### src/rtl/wb_arbiter.sv
// -----------------------------------------------------------------------------
// wb_arbiter
//   Write-back arbiter in front of the register file write port. Merges the
//   in-order pipeline write-back stream (P) with long-latency results (L),
//   which are buffered in a small FIFO. It issues at most one register write
//   per cycle and keeps a per-register pending scoreboard for decode stalls.
//
// Ports
//   clk                      system clock, rising edge
//   rst                      asynchronous, active-low reset
//   p_valid/p_waddr/p_wdata  pipeline write-back request (always accepted)
//   l_valid/l_waddr/l_wdata  long-latency request, accepted when l_ready
//   l_ready                  FIFO not full
//   claim_en/claim_addr      decode marks claim_addr as pending
//   raddr1/raddr2            decode source registers to query
//   busy1/busy2              pending bit of raddr1/raddr2
//   we/waddr/wdata           registered regfile write port
//   fifo_level               current FIFO occupancy
// -----------------------------------------------------------------------------
module wb_arbiter #(
    parameter int DEPTH  = 4,
    parameter int PTR_W  = 2,
    parameter int ADDR_W = 5,
    parameter int DATA_W = 32
) (
    input  logic              clk,
    input  logic              rst,
    input  logic              p_valid,
    input  logic [ADDR_W-1:0] p_waddr,
    input  logic [DATA_W-1:0] p_wdata,
    input  logic              l_valid,
    output logic              l_ready,
    input  logic [ADDR_W-1:0] l_waddr,
    input  logic [DATA_W-1:0] l_wdata,
    input  logic              claim_en,
    input  logic [ADDR_W-1:0] claim_addr,
    input  logic [ADDR_W-1:0] raddr1,
    input  logic [ADDR_W-1:0] raddr2,
    output logic              busy1,
    output logic              busy2,
    output logic              we,
    output logic [ADDR_W-1:0] waddr,
    output logic [DATA_W-1:0] wdata,
    output logic [PTR_W:0]    fifo_level
);

    localparam int            NREG     = 1 << ADDR_W;
    localparam logic [PTR_W:0] LVL_FULL = (PTR_W+1)'(DEPTH);

    // FIFO storage (data only, never reset) and control
    logic [ADDR_W-1:0] r_mem_addr [DEPTH];
    logic [DATA_W-1:0] r_mem_data [DEPTH];
    logic [PTR_W-1:0]  r_wptr;
    logic [PTR_W-1:0]  r_rptr;
    logic [PTR_W:0]    r_level;

    // Registered write port and scoreboard
    logic              r_we;
    logic [ADDR_W-1:0] r_waddr;
    logic [DATA_W-1:0] r_wdata;
    logic [NREG-1:0]   r_pend;

    logic              w_empty;
    logic              w_full;
    logic              w_push;
    logic              w_pop;
    logic              w_sel_vld;
    logic [ADDR_W-1:0] w_sel_addr;
    logic [DATA_W-1:0] w_sel_data;
    logic              w_wr_issue;
    logic [NREG-1:0]   w_pend_nxt;

    assign w_empty = (r_level == '0);
    // Full is judged on the current level only; a same-cycle pop does not
    // open a slot for the producer.
    assign w_full  = (r_level == LVL_FULL);
    assign w_push  = l_valid && !w_full;
    // P always wins, so the FIFO head is only consumed in P-idle cycles.
    assign w_pop   = !p_valid && !w_empty;

    always_comb begin
        w_sel_vld  = p_valid || !w_empty;
        w_sel_addr = r_mem_addr[r_rptr];
        w_sel_data = r_mem_data[r_rptr];
        if (p_valid) begin
            w_sel_addr = p_waddr;
            w_sel_data = p_wdata;
        end
    end

    // Register 0 requests are consumed but never reach the regfile.
    assign w_wr_issue = w_sel_vld && (w_sel_addr != '0);

    // Clear first, then set: a claim in the same cycle as the retiring write
    // belongs to a newer instruction and must stay outstanding.
    always_comb begin
        w_pend_nxt = r_pend;
        if (w_wr_issue) begin
            w_pend_nxt[w_sel_addr] = 1'b0;
        end
        if (claim_en && (claim_addr != '0)) begin
            w_pend_nxt[claim_addr] = 1'b1;
        end
        w_pend_nxt[0] = 1'b0;
    end

    always_ff @(posedge clk) begin
        if (w_push) begin
            r_mem_addr[r_wptr] <= l_waddr;
            r_mem_data[r_wptr] <= l_wdata;
        end
    end

    // Pointers wrap naturally because DEPTH is a power of two.
    always_ff @(posedge clk or negedge rst) begin
        if (!rst) begin
            r_wptr  <= '0;
            r_rptr  <= '0;
            r_level <= '0;
        end else begin
            if (w_push) begin
                r_wptr <= r_wptr + 1'b1;
            end
            if (w_pop) begin
                r_rptr <= r_rptr + 1'b1;
            end
            case ({w_push, w_pop})
                2'b10:   r_level <= r_level + 1'b1;
                2'b01:   r_level <= r_level - 1'b1;
                default: r_level <= r_level;
            endcase
        end
    end

    // Address/data hold their last value on idle and register-0 cycles.
    always_ff @(posedge clk or negedge rst) begin
        if (!rst) begin
            r_we    <= 1'b0;
            r_waddr <= '0;
            r_wdata <= '0;
        end else begin
            r_we <= w_wr_issue;
            if (w_wr_issue) begin
                r_waddr <= w_sel_addr;
                r_wdata <= w_sel_data;
            end
        end
    end

    always_ff @(posedge clk or negedge rst) begin
        if (!rst) begin
            r_pend <= '0;
        end else begin
            r_pend <= w_pend_nxt;
        end
    end

    assign l_ready    = !w_full;
    assign fifo_level = r_level;
    assign we         = r_we;
    assign waddr      = r_waddr;
    assign wdata      = r_wdata;
    assign busy1      = r_pend[raddr1];
    assign busy2      = r_pend[raddr2];

endmodule

### config.mk
export PLATFORM = sky130hd
export DESIGN_NAME = wb_arbiter
export DESIGN_NICKNAME = d
export VERILOG_FILES = /design/src/rtl/wb_arbiter.sv
export SDC_FILE = /design/constraint.sdc
export NUM_CORES = 1
export LEC_CHECK = 0
export ABC_CLOCK_PERIOD_IN_PS = 4800
export BUFFER_PORTS_ARGS = -buffer_cell sky130_fd_sc_hd__buf_2
export CAP_MARGIN = 20
export CORE_MARGIN = 2
export CORE_UTILIZATION = 55
export DETAILED_ROUTE_END_ITERATION = 8
export GPL_ROUTABILITY_DRIVEN = 1
export PLACE_DENSITY = 0.78
export REMOVE_ABC_BUFFERS = 1
export SETUP_SLACK_MARGIN = 0.4
export SLEW_MARGIN = 30
export SYNTH_ARGS = -nofsm -noshare
export SYNTH_HDL_FRONTEND = slang
export SYNTH_SLANG_ARGS = --single-unit
### constraint.sdc
create_clock -name clk -period 4.8 [get_ports clk]
set_input_delay 1.2 -clock clk [delete_from_list [all_inputs] [get_ports clk]]
set_output_delay 1.2 -clock clk [all_outputs]
set_load 0.02 [all_outputs]
# Word level (Yosys, flattened, before mapping)
# Memory sizes are Yosys's and may differ from the RTL's.
# Cells that the tools add are included.
# classes
add_sub_neg	4
n_lt_le_gt_ge	6
eq_ne	3
n_mux	15
bitwise_logic	3
n_reduce_logical	14
# op_table
cell	count
2-to-1 mux 32 bit	3
bitwise AND 32 bit	1
inverter 32 bit	1
OR 32 bit	1
less-than comparator 5 x 6 -> 1 bit (second input constant)	4
binary-select mux 1 bit (select 5 bit)	2
demux 1 bit (select 5 bit)	2
>= comparator 5 x 1 -> 1 bit (second input constant)	2
nonzero test 5 bit	2
logical AND 1 bit	6
2-to-1 mux 1 bit	6
one-hot mux 3 bit (2 select lines)	1
2-to-1 mux 5 bit	1
adder 2 x 1 -> 2 bit (second input constant)	2
adder 3 x 1 -> 3 bit (second input constant)	1
== test 3 bit (second input constant)	1
zero test 1 bit	3
zero test 3 bit	1
subtractor 3 x 1 -> 3 bit (second input constant)	1
== test 2 x 1 -> 1 bit (second input constant)	1
== test 2 bit (second input constant)	1
nonzero test 2 bit	1
logical OR 1 bit	1
# word_totals
reg_bits	76
ram_bits	148
input_bits	94
output_inout_bits	44
word_cells	54
n_memories	2
# memory_table
name	words	word_bits	rd	rd_clocked_by_memory_dff	write_ports	line_no	rtl
r_mem_data	4	32	1	0	1	52	logic [DATA_W-1:0] r_mem_data [DEPTH];
r_mem_addr	4	5	1	0	1	51	logic [ADDR_W-1:0] r_mem_addr [DEPTH];

# Depth between registers and ports, before layout
# Gate-level depths: netlist of the first run.
# An unclocked memory read counts as a cell.
# depth
ltp_word	11
mapped_depth	10
depth_no_buf	10

# Worst setup path before layout of the first run
# No wires, ideal clock.
# synth_path
path_kind	in2out
start	input port raddr1[0]
end	output port busy1
arrival_time_ns	2.935
t_required_ns	3.600
slack_ns	0.665
stages	4
path_buffers	1
path_cell_list	clkbuf_1 > mux4_2 > mux4_2 > mux2_2
# synth_via
elab_chain_cells	2
# synth_lines
item	line_no	rtl
start: declaration	37	input logic [ADDR_W-1:0] raddr1,
binary-select mux 1 bit (select 5 bit)	163	assign busy1 = r_pend[raddr1];
2-to-1 mux 1 bit (not written as such)	163	
end: declaration	39	output logic busy1,
# Every way passes these cells. The select of a mux whose other input is x is not followed.

# Worst setup path in the final report of the first run
# Ends and elaborated chain as after synthesis.

==> impl_results.md, run 1 <==
* Clock Path Buffers at 3
* Core Footprint at 0.0174 sq mm
* Vias per inst at 5.80
* GRT Overall Usage at 24.0%
* Final Max Slew Viols at 0
* Top cells by count, synth: 161 x nand2_1, 148 x edfxtp_1, 76 x dfrtp_1, 55 x mux4_2, 42 x o21ai_0
* Fill cells at 1198
* Distinct cells, synth at 43
* Drt drc at 0
* IO Count at 138
* Layout cells sized above 1 at 36.6%
* Setup repair bufs after CTS at 0
* Gate count of the mapped netlist at 647
* Row count at 48
* Post_cts resized at 0
* Synthesized area at 0.00979 sq mm
* Maximum vdd ir drop at 413 uV
* CP Depth at 5
* Critical path peak fanout at 9
* Num CTS Buffers at 24
* Initial antenna violation count at 3
* Register area share after synthesis at 64.8%
* PortBufs at 137
* Non-filler cells, final at 1035
* Post-route ant nets at 0
* Power Density at 612 mW/mm^2
* RSZ-0062 raised after global routing: no
* Placed Cells at 987
* Setup_tns at 0 ns
* Final core area utilization at 66.5%
* Fmax at 0.244 GHz
* Post-route clock period utilization at 85.4%
* Die footprint at 0.0189 sq mm
* FF+latch count, synth at 224
* Leading area contributor after synthesis: edfxtp_1
* Predominant post-synthesis flop cell: edfxtp_1
* H-Tree Level Count at 1
* Post-synth EDFFs at 148
* Clk pin slew, worst setup/hold paths at 0.06 ns
* Clock period minus worst slack at 4.10 ns
* Initial Util at 56.4%
* Crit-path cells: buf_2, mux4_2, mux4_2, mux2_2, buf_2
* Max_slew headroom at 40.6%
* Drt total wl at 21800 microns
* 1st-iter DRT viols at 458
* CP required at 3.60 ns
* Nets at 888
* CP max stage delay at 0.55 ns
* Via count at 6005
* CTS tree: done
* Routability cong. at 0.834
* Crit. Startpoint: raddr1[0]
* Die H at 137 microns
* R2r endpoint: wdata[14]
* Hold Vio Cnt, Final at 0
* CP Class: primary input to primary output
* Die X at 137 microns
* Status: complete, no violations
* WL per Instance at 21.0 microns
* Worst hold path endpoint: wdata[0]
* Hold Buf Count CTS at 0
* DR pass1 iterations at 5
* Reg2Reg Depth at 6
* Worst slew pin tran at 0.886 ns
* Min-Delay Path Depth at 1
* DP HPWL at 14200 microns
* Max Cap Violations at 0
* Hold wc startpoint: wdata[0]
* Cell family with most CP delay: multiplexers
* Mean Syn Cell Area at 15.1 sq um
* Setup violations, final at 0
* Top-count cell post-synth: nand2_1
* Pin count of the biggest net entering global routing at 77
* Top cell type's share of synthesized area at 45.4%
* Area growth, synth to finish at 17.9%
* Global-route wire length before repair at 34100 microns
* Vias in the first global route at 6373
* Clk root buf: clkbuf_16
* Worst Setup End Kind: primary output
* HP Class: flop to flop
* Pleak at 4.73 nW
* R2R Path Start: r_rptr[0]
* Area of the multi-input gates at 0.00326 sq mm
* CP max stage cell: mux4_2
* Critical path buffers and inverters at 2
* Top post-synthesis cells by area: edfxtp_1 45%, dfrtp_1 19%, mux4_2 13%
* GRT overflow at 0
* Synth warn at 0
* WP data arrival at 2.90 ns
* Clock sinks at 224
* Startpoint class of the critical path: primary input
* Setup Skew at 0.0277 ns
* FFs w/ async S/R, synth at 33.9%
* Register area at 0.00635 sq mm
* Clk_lat worst skew at 0.52 ns
* Reg2reg setup slack at 1.68 ns
[worst reg2reg max path, stage by stage (launching register included)]
cell      delay [ns]
dfrtp_2         0.83
mux4_2          0.59
mux2_4          0.35
o21bai_4        0.23
o21a_4          0.41
buf_4           0.29
mux2_4          0.32
[state kept, by name, summed over array words and instances (netlist names)]
name / count
r_rptr: 2
fifo_level: 3
waddr: 5
r_mem_addr: 20
r_wptr: 2
r_pend: 31
r_mem_data: 128
we: 1
wdata: 32
[stage by stage]
stage,hold WS (ns),power [mW],area (sq um),worst slack (ns)
after CTS,0.510,7.12,11500,0.690
after floorplan,0.481,4.50,9630,0.633
final,0.511,7.06,11500,0.702
after global routing,0.518,7.40,11500,0.634
after detailed placement,0.488,5.22,10700,0.690
after global placement,0.485,5.09,10700,0.732
[per-layer routing]
layer	track usage [%]	up-vias	share of wire, %
met2	41.3	241	51
met5	0	-	0.060
met4	6.93	2	1.7
met3	4.64	36	7.3
met1	31.5	3036	40
li1	-	2690	-
[logic make-up (layout without fill, tap and decap cells)]
| kind of cell | Yosys count | in the layout | synth area share, % |
|---|---|---|---|
| DFF | 224 | 224 | 64.8 |
| and+or+nand+nor | 206 | 206 | 8.97 |
| muxes | 99 | 99 | 18.6 |
| AOI/OAI and AO/OA | 64 | 64 | 4.09 |
| buffers and inverters | 42 | 201 | 2.10 |
| adders and majority gates | 6 | 6 | 0.843 |
| xor gates and xnor gates | 6 | 6 | 0.537 |
| other | 0 | 4 | 0 |
[placed cells by master (no fill, tap or decap), types with 5 or more instances in the layout]
master and n:
dfrtp_1 74, o21ai_0 41, inv_1 12, o31ai_1 6
buf_2 136, nor3b_1 7, ha_1 5, clkbuf_16 25
mux4_2 55, nor2_1 12, nand2_1 161, mux2_2 13
edfxtp_1 148, mux2_4 26, buf_4 6, mux2i_1 5
[layout make-up]
| cell class | count | share of cell area (%) |
|---|---|---|
| flip-flops and latches | 224 | 55.0 |
| multi-input cells | 381 | 28.3 |
| repair buffers | 145 | 6.73 |
| clock buffers | 33 | 5.92 |
| well taps | 225 | 2.44 |
| clock inverters | 11 | 1.16 |
| inverters | 12 | 0.390 |
| diodes | 4 | 0.0867 |
[report_power, final]
group          switching, mW  internal [mW]
registers              0.361           2.65
clock network          0.747           1.12
logic                   1.15           1.04
total                   2.26           4.80
[worst max-delay path by stage]
stage                           end  slack, ns
after floorplan           wdata[10]       0.63
after global placement        busy1       0.73
after detailed placement      busy1       0.69
after CTS                     busy2       0.69
after global routing          busy2       0.63
final                         busy1       0.70
(Power assumes the default switching activity.)
==> run 2, diff against run 1 <==
CTS_BUF_LIST = sky130_fd_sc_hd__clkbuf_8   (was not set)
GPL_ROUTABILITY_DRIVEN = 0   (was 1)
==> run 2 against run 1 <==
  * Worst hold slack got worse by 0.0052 ns
  * Power decreased by 4.6%
  * Sequential power about the same
  * Clock skew decreased by 0.013 ns
  * Critical path type unchanged
  * Critical endpoint unchanged
  * Largest power group unchanged
==> impl_results.md, run 2 (same netlist as run 1, synthesis figures left out) <==
* Status: complete, no violations
* PortBufs at 137 (unchanged)
* Drt drc at 0 (unchanged)
* Clock sinks at 224 (unchanged)
* Post_cts resized at 0 (unchanged)
* Die H at 137 microns (unchanged)
* NetSw at 2.24 mW (-1.1%)
* Power Density at 591 mW/mm^2 (-3.5%)
* HP Class: flop to flop
* WP data arrival at 2.93 ns (+0.03 ns)
* Fmax at 0.242 GHz (-0.72%)
* Num CTS Buffers at 36 (+50%)
* Final core area utilization at 65.7% (-0.76 points)
* Setup repair bufs after CTS at 0 (unchanged)
* Leading cell type in the layout, fill and taps excluded: nand2_1
* Pin count of the biggest net entering global routing at 77 (unchanged)
* Worst Setup End Kind: primary output
* Placed Cells at 988 (+0.10%)
* Crit-path cells: buf_2, mux4_2, mux4_2, mux2_2, buf_2
* CP Class: primary input to primary output
* Worst slew pin tran at 0.934 ns (+0.0477 ns)
* CTS tree: done
* H-Tree Level Count at 2 (+1)
* Nets at 901 (+1.5%)
* Vias in the first global route at 6595 (+3.5%)
* Clk root buf: clkbuf_8
* Layout cells sized above 1 at 36.7% (+0.11 points)
* Internal at 4.51 mW (-6.2%)
* Clock group share of total power at 22.7% (-3.7 points)
* Final Max Slew Viols at 0 (unchanged)
* Setup_tns at 0 ns (unchanged)
* IO Count at 138 (unchanged)
* Clock Path Buffers at 3 (unchanged)
* Post-route ant nets at 0 (unchanged)
* Switch share at 33.2% (+1.2 points)
* Hold Vio Cnt, Final at 0 (unchanged)
* 1st-iter DRT viols at 455 (-0.66%)
* Critical path peak fanout at 9 (unchanged)
* Pleak at 4.72 nW (about the same)
* CP max stage delay at 0.57 ns (+0.02 ns)
* Initial Util at 56.4% (unchanged)
* Die footprint at 0.0189 sq mm (unchanged)
* Setup violations, final at 0 (unchanged)
* DP HPWL at 14200 microns (about the same)
* CP max stage cell: mux4_2
* Via count at 6087 (+1.4%)
* Logic pwr share at 33.1% (+2.0 points)
* Fin area at 0.0114 sq mm (-1.1%)
* Max Cap Violations at 0 (unchanged)
* Drt total wl at 21200 microns (-2.5%)
* GRT Overall Usage at 23.6% (-0.38 points)
* Seq pwr share at 44.1% (+1.5 points)
* Die X at 137 microns (unchanged)
* Max_slew headroom at 37.4% (-3.2 points)
* RSZ-0062 raised after global routing: no
* Clk_lat worst skew at 0.52 ns (about the same)
* Row count at 48 (unchanged)
* Maximum vdd ir drop at 319 uV (-23%)
* Commonest cells after routing, fill and taps aside: 161 x nand2_1, 148 x edfxtp_1, 136 x buf_2, 74 x dfrtp_1, 55 x mux4_2
* Max reg flops at 128 (unchanged)
* Core Footprint at 0.0174 sq mm (unchanged)
* Post-route clock period utilization at 86.0% (+0.62 points)
* Reg2reg setup slack at 1.92 ns (+0.24 ns)
* Non-filler cells, final at 1055 (+1.9%)
* Initial antenna violation count at 3 (unchanged)
* Clk pin slew, worst setup/hold paths at 0.06 ns (about the same)
* CP required at 3.60 ns (about the same)
* Startpoint class of the critical path: primary input
* Global-route wire length before repair at 33700 microns (-1.2%)
* GRT overflow at 0 (unchanged)
* Area growth, synth to finish at 16.5%
* Post-placement cell area at 0.0107 sq mm (+0.13%)
* Setup Skew at 0.0149 ns (-0.0128 ns)
* Clock period minus worst slack at 4.13 ns (+0.0298 ns)
* Most flops, register: r_mem_data
* Vias per inst at 5.77 (-0.56%)
* Hold Buf Count CTS at 0 (unchanged)
* DR pass1 iterations at 6 (+1)
* WL per Instance at 20.1 microns (-4.4%)
[run 2: cell types whose count changed in the layout (fill, tap and decap cells not counted), sizes merged]
cell | previous run | this run
buf | 145 | 146
bufinv | 2 | 1
clkbuf | 33 | 39
clkinv | 6 | 11
diode | 4 | 2
inv | 14 | 25
[run 2: final timing paths]
kind,to,start,cells past startpoint
setup / recovery,busy1,raddr1[0],5
hold / removal,wdata[4],wdata[4],1
setup reg to reg,wdata[28],r_rptr[0],6
hold reg to reg,wdata[4],wdata[4],1
max in group asynchronous,r_rptr[0],rst,1
min in group asynchronous,r_pend[29],rst,1
[run 2: stage by stage]
| step | worst slack [ns] | hold slack [ns] | power [mW] |
|---|---|---|---|
| after floorplan | 0.633 | 0.481 | 4.50 |
| after global placement | 0.737 | 0.485 | 5.08 |
| after detailed placement | 0.651 | 0.487 | 5.24 |
| after CTS | 0.650 | 0.509 | 6.79 |
| after global routing | 0.573 | 0.531 | 7.09 |
| final | 0.672 | 0.505 | 6.74 |
[run 2: power groups by stage]
stage          combinational (mW)  sequential [mW]  clock, mW
6_report                     2.23             2.98       1.53
5_1_grt                      2.41             3.03       1.65
3_3_place_gp                 2.13             2.96          0
2_1_floorplan                1.32             3.19          0
4_1_cts                      2.25             2.97       1.56
3_5_place_dp                 2.24             3.00          0
[run 2: per-layer routing]
layer	global-route usage, %	share of wire [%]	up-vias
met2	41.8	53	275
met5	0	0.13	-
met1	28.3	37	3043
met3	6.18	7.9	39
met4	7.79	2.1	4
li1	-	-	2726
[run 2: cell type report]
| cell class | count | area [sq um] |
|---|---|---|
| clock inverters | 26 | 140 |
| multi-input cells | 381 | 3260 |
| flip-flops and latches | 224 | 6350 |
| inverters | 12 | 45.0 |
| diodes | 2 | 5.00 |
| clock buffers | 39 | 537 |
| repair buffers | 146 | 792 |
| well taps | 225 | 282 |
| fillers | 1220 | 5950 |
[run 2: critical path, delay by kind of cell]
kind / cells / cell delay, ns
buf+inv: 2 / 0.40
mux: 3 / 1.33
==> run 3, diff against run 2 <==
CORE_MARGIN = not set   (was 2)
==> run 3 against run 2 <==
  * Largest power group unchanged
  * Largest cell class unchanged
  * Clock-buffer cell count rose by 11
  * Critical endpoint is now busy2
  * Die area fell by 2.9%
  * Combinational power hardly changed
  * Sequential share of layout area fell by 0.37 points
  * Sequential cell count unchanged
  * Register-to-register slack got worse by 0.27 ns
==> impl_results.md, run 3 (same netlist as run 1, synthesis figures left out) <==
* Clk_lat worst skew at 0.53 ns (about the same)
* H-Tree Level Count at 2 (unchanged)
* Crit. Startpoint: raddr2[0]
* Crit-path cells: buf_2, mux4_2, mux4_2, mux2_2, buf_2
* Pin count of the biggest net entering global routing at 77 (unchanged)
* Via count at 6116 (+0.48%)
* Initial antenna violation count at 3 (unchanged)
* CP Class: primary input to primary output
* Global-route wire length before repair at 33700 microns (+0.16%)
* Area growth, synth to finish at 17.3%
* Clock sinks at 224 (unchanged)
* Fmax at 0.243 GHz (+0.35%)
* Fin area at 0.0115 sq mm (+0.67%)
* Critical path buffers and inverters at 2 (unchanged)
* Commonest cells after routing, fill and taps aside: 161 x nand2_1, 148 x edfxtp_1, 136 x buf_2, 74 x dfrtp_1, 55 x mux4_2
* Status: complete, no violations
* Row count at 48 (unchanged)
* Max Cap Violations at 0 (unchanged)
* Maximum vdd ir drop at 340 uV (+6.5%)
* Post_cts resized at 0 (unchanged)
* Register area at 0.00635 sq mm (unchanged)
* Clock period minus worst slack at 4.11 ns (-0.0146 ns)
* GRT Overall Usage at 24.5% (+0.83 points)
* Vias per inst at 5.79 (+0.29%)
* Post-route ant nets at 0 (unchanged)
* Most flops, register: r_mem_data
* Max_slew headroom at 45.9% (+8.5 points)
* Critical path peak fanout at 9 (unchanged)
* GRT overflow at 0 (unchanged)
* Drt total wl at 21400 microns (+0.72%)
* Layout cells sized above 1 at 37.2% (+0.48 points)
* IO Count at 138 (unchanged)
* End of the critical path: busy2
* Max reg flops at 128 (unchanged)
* Die footprint at 0.0183 sq mm (-2.9%)
* Worst Setup End Kind: primary output
* Num CTS Buffers at 38 (+5.6%)
* Grt met3 use at 6.58% (+0.40 points)
* CP max stage delay at 0.56 ns (about the same)
* Final Max Slew Viols at 0 (unchanged)
* Hold Buf Count CTS at 0 (unchanged)
* Post-route clock period utilization at 85.7% (-0.30 points)
* CP max stage cell: mux4_2
* DR pass1 iterations at 5 (-1)
* Leading cell type in the layout, fill and taps excluded: nand2_1
* DP HPWL at 14000 microns (-1.2%)
* R2R Path Start: r_rptr[1]
* Pwr Total at 6.92 mW (+2.6%)
* Pleak at 4.76 nW (+0.70%)
* Hold Vio Cnt, Final at 0 (unchanged)
* Nets at 899 (-0.22%)
* Die X at 135 microns (-1.5%)
* Initial Util at 56.4% (unchanged)
* Clk root buf: clkbuf_8
* Core Footprint at 0.0174 sq mm (unchanged)
* HP Class: flop to flop
* Drt drc at 0 (unchanged)
* Startpoint class of the critical path: primary input
* 1st-iter DRT viols at 419 (-7.9%)
* Area of the multi-input gates at 0.00327 sq mm (+0.31%)
* Reg2reg setup slack at 1.65 ns (-0.27 ns)
* CTS tree: done
* WP data arrival at 2.91 ns (-0.02 ns)
* Power Density at 602 mW/mm^2 (+1.9%)
* Fill cells at 1196 (-2.0%)
* Global route hottest layer: met2
* Setup Skew at 0.0282 ns (+0.0133 ns)
* CP required at 3.60 ns (about the same)
* Reg2Reg Depth at 7 (+1)
* Global Route met2 Usage at 41.8% (about the same)
* Die H at 135 microns (-1.5%)
* RSZ-0062 raised after global routing: no
* Clock Path Buffers at 3 (unchanged)
* Setup violations, final at 0 (unchanged)
* Worst slew pin tran at 0.807 ns (-0.127 ns)
* Setup repair bufs after CTS at 0 (unchanged)
* Cell family with most CP delay: multiplexers
* Setup_tns at 0 ns (unchanged)
* Hold Slack at 0.507 ns (+0.00151 ns)
* CP Depth at 5 (unchanged)
* Post-placement cell area at 0.0107 sq mm (-0.53%)
* WL per Instance at 20.2 microns (+0.53%)
* Vias in the first global route at 6461 (-2.0%)
* PortBufs at 137 (unchanged)
* R2r endpoint: wdata[17]
* Met1 Usage GRT at 29.9% (+1.6 points)
* Clk pin slew, worst setup/hold paths at 0.07 ns (about the same)
-- run 3: worst min-delay path by stage --
stage                end  slack, ns       from  cells after the start
2_1_floorplan  r_pend[3]       0.48  r_pend[3]                      2
3_3_place_gp    wdata[7]       0.49   wdata[7]                      1
3_5_place_dp    wdata[1]       0.49   wdata[1]                      1
4_1_cts         wdata[3]       0.51   wdata[3]                      1
5_1_grt         wdata[8]       0.52   wdata[8]                      1
6_report       wdata[11]       0.51  wdata[11]                      1
-- run 3: final cells by class --
cell class	instances	share of cell area (%)
Inverter	12	0.392
Antenna cell	4	0.0871
Clock inverter	19	0.980
Sequential cell	224	55.3
Multi-Input combinational cell	381	28.5
Tap cell	225	2.45
Timing Repair Buffer	142	6.35
Clock buffer	50	5.99
-- run 3: report_power, final --
part	switching (mW)	internal [mW]
Combinational	1.17	1.03
Clock	0.737	0.989
Sequential	0.343	2.65
-- run 3: through the flow --
stage | utilization (%) | worst slack (ns) | cells
2_1_floorplan | - | 0.633 | 617
3_3_place_gp | 61.3 | 0.738 | 984
3_5_place_dp | 61.4 | 0.683 | 984
4_1_cts | 66.1 | 0.683 | 1053
5_1_grt | 66.2 | 0.621 | 1055
6_report | 66.2 | 0.687 | 1057
-- run 3: metal layers --
layer | share of wire [%] | routed length (microns)
met3 | 7.4 | 1580
met2 | 52 | 11000
met1 | 39 | 8370
met5 | 0.061 | 13
met4 | 1.8 | 386
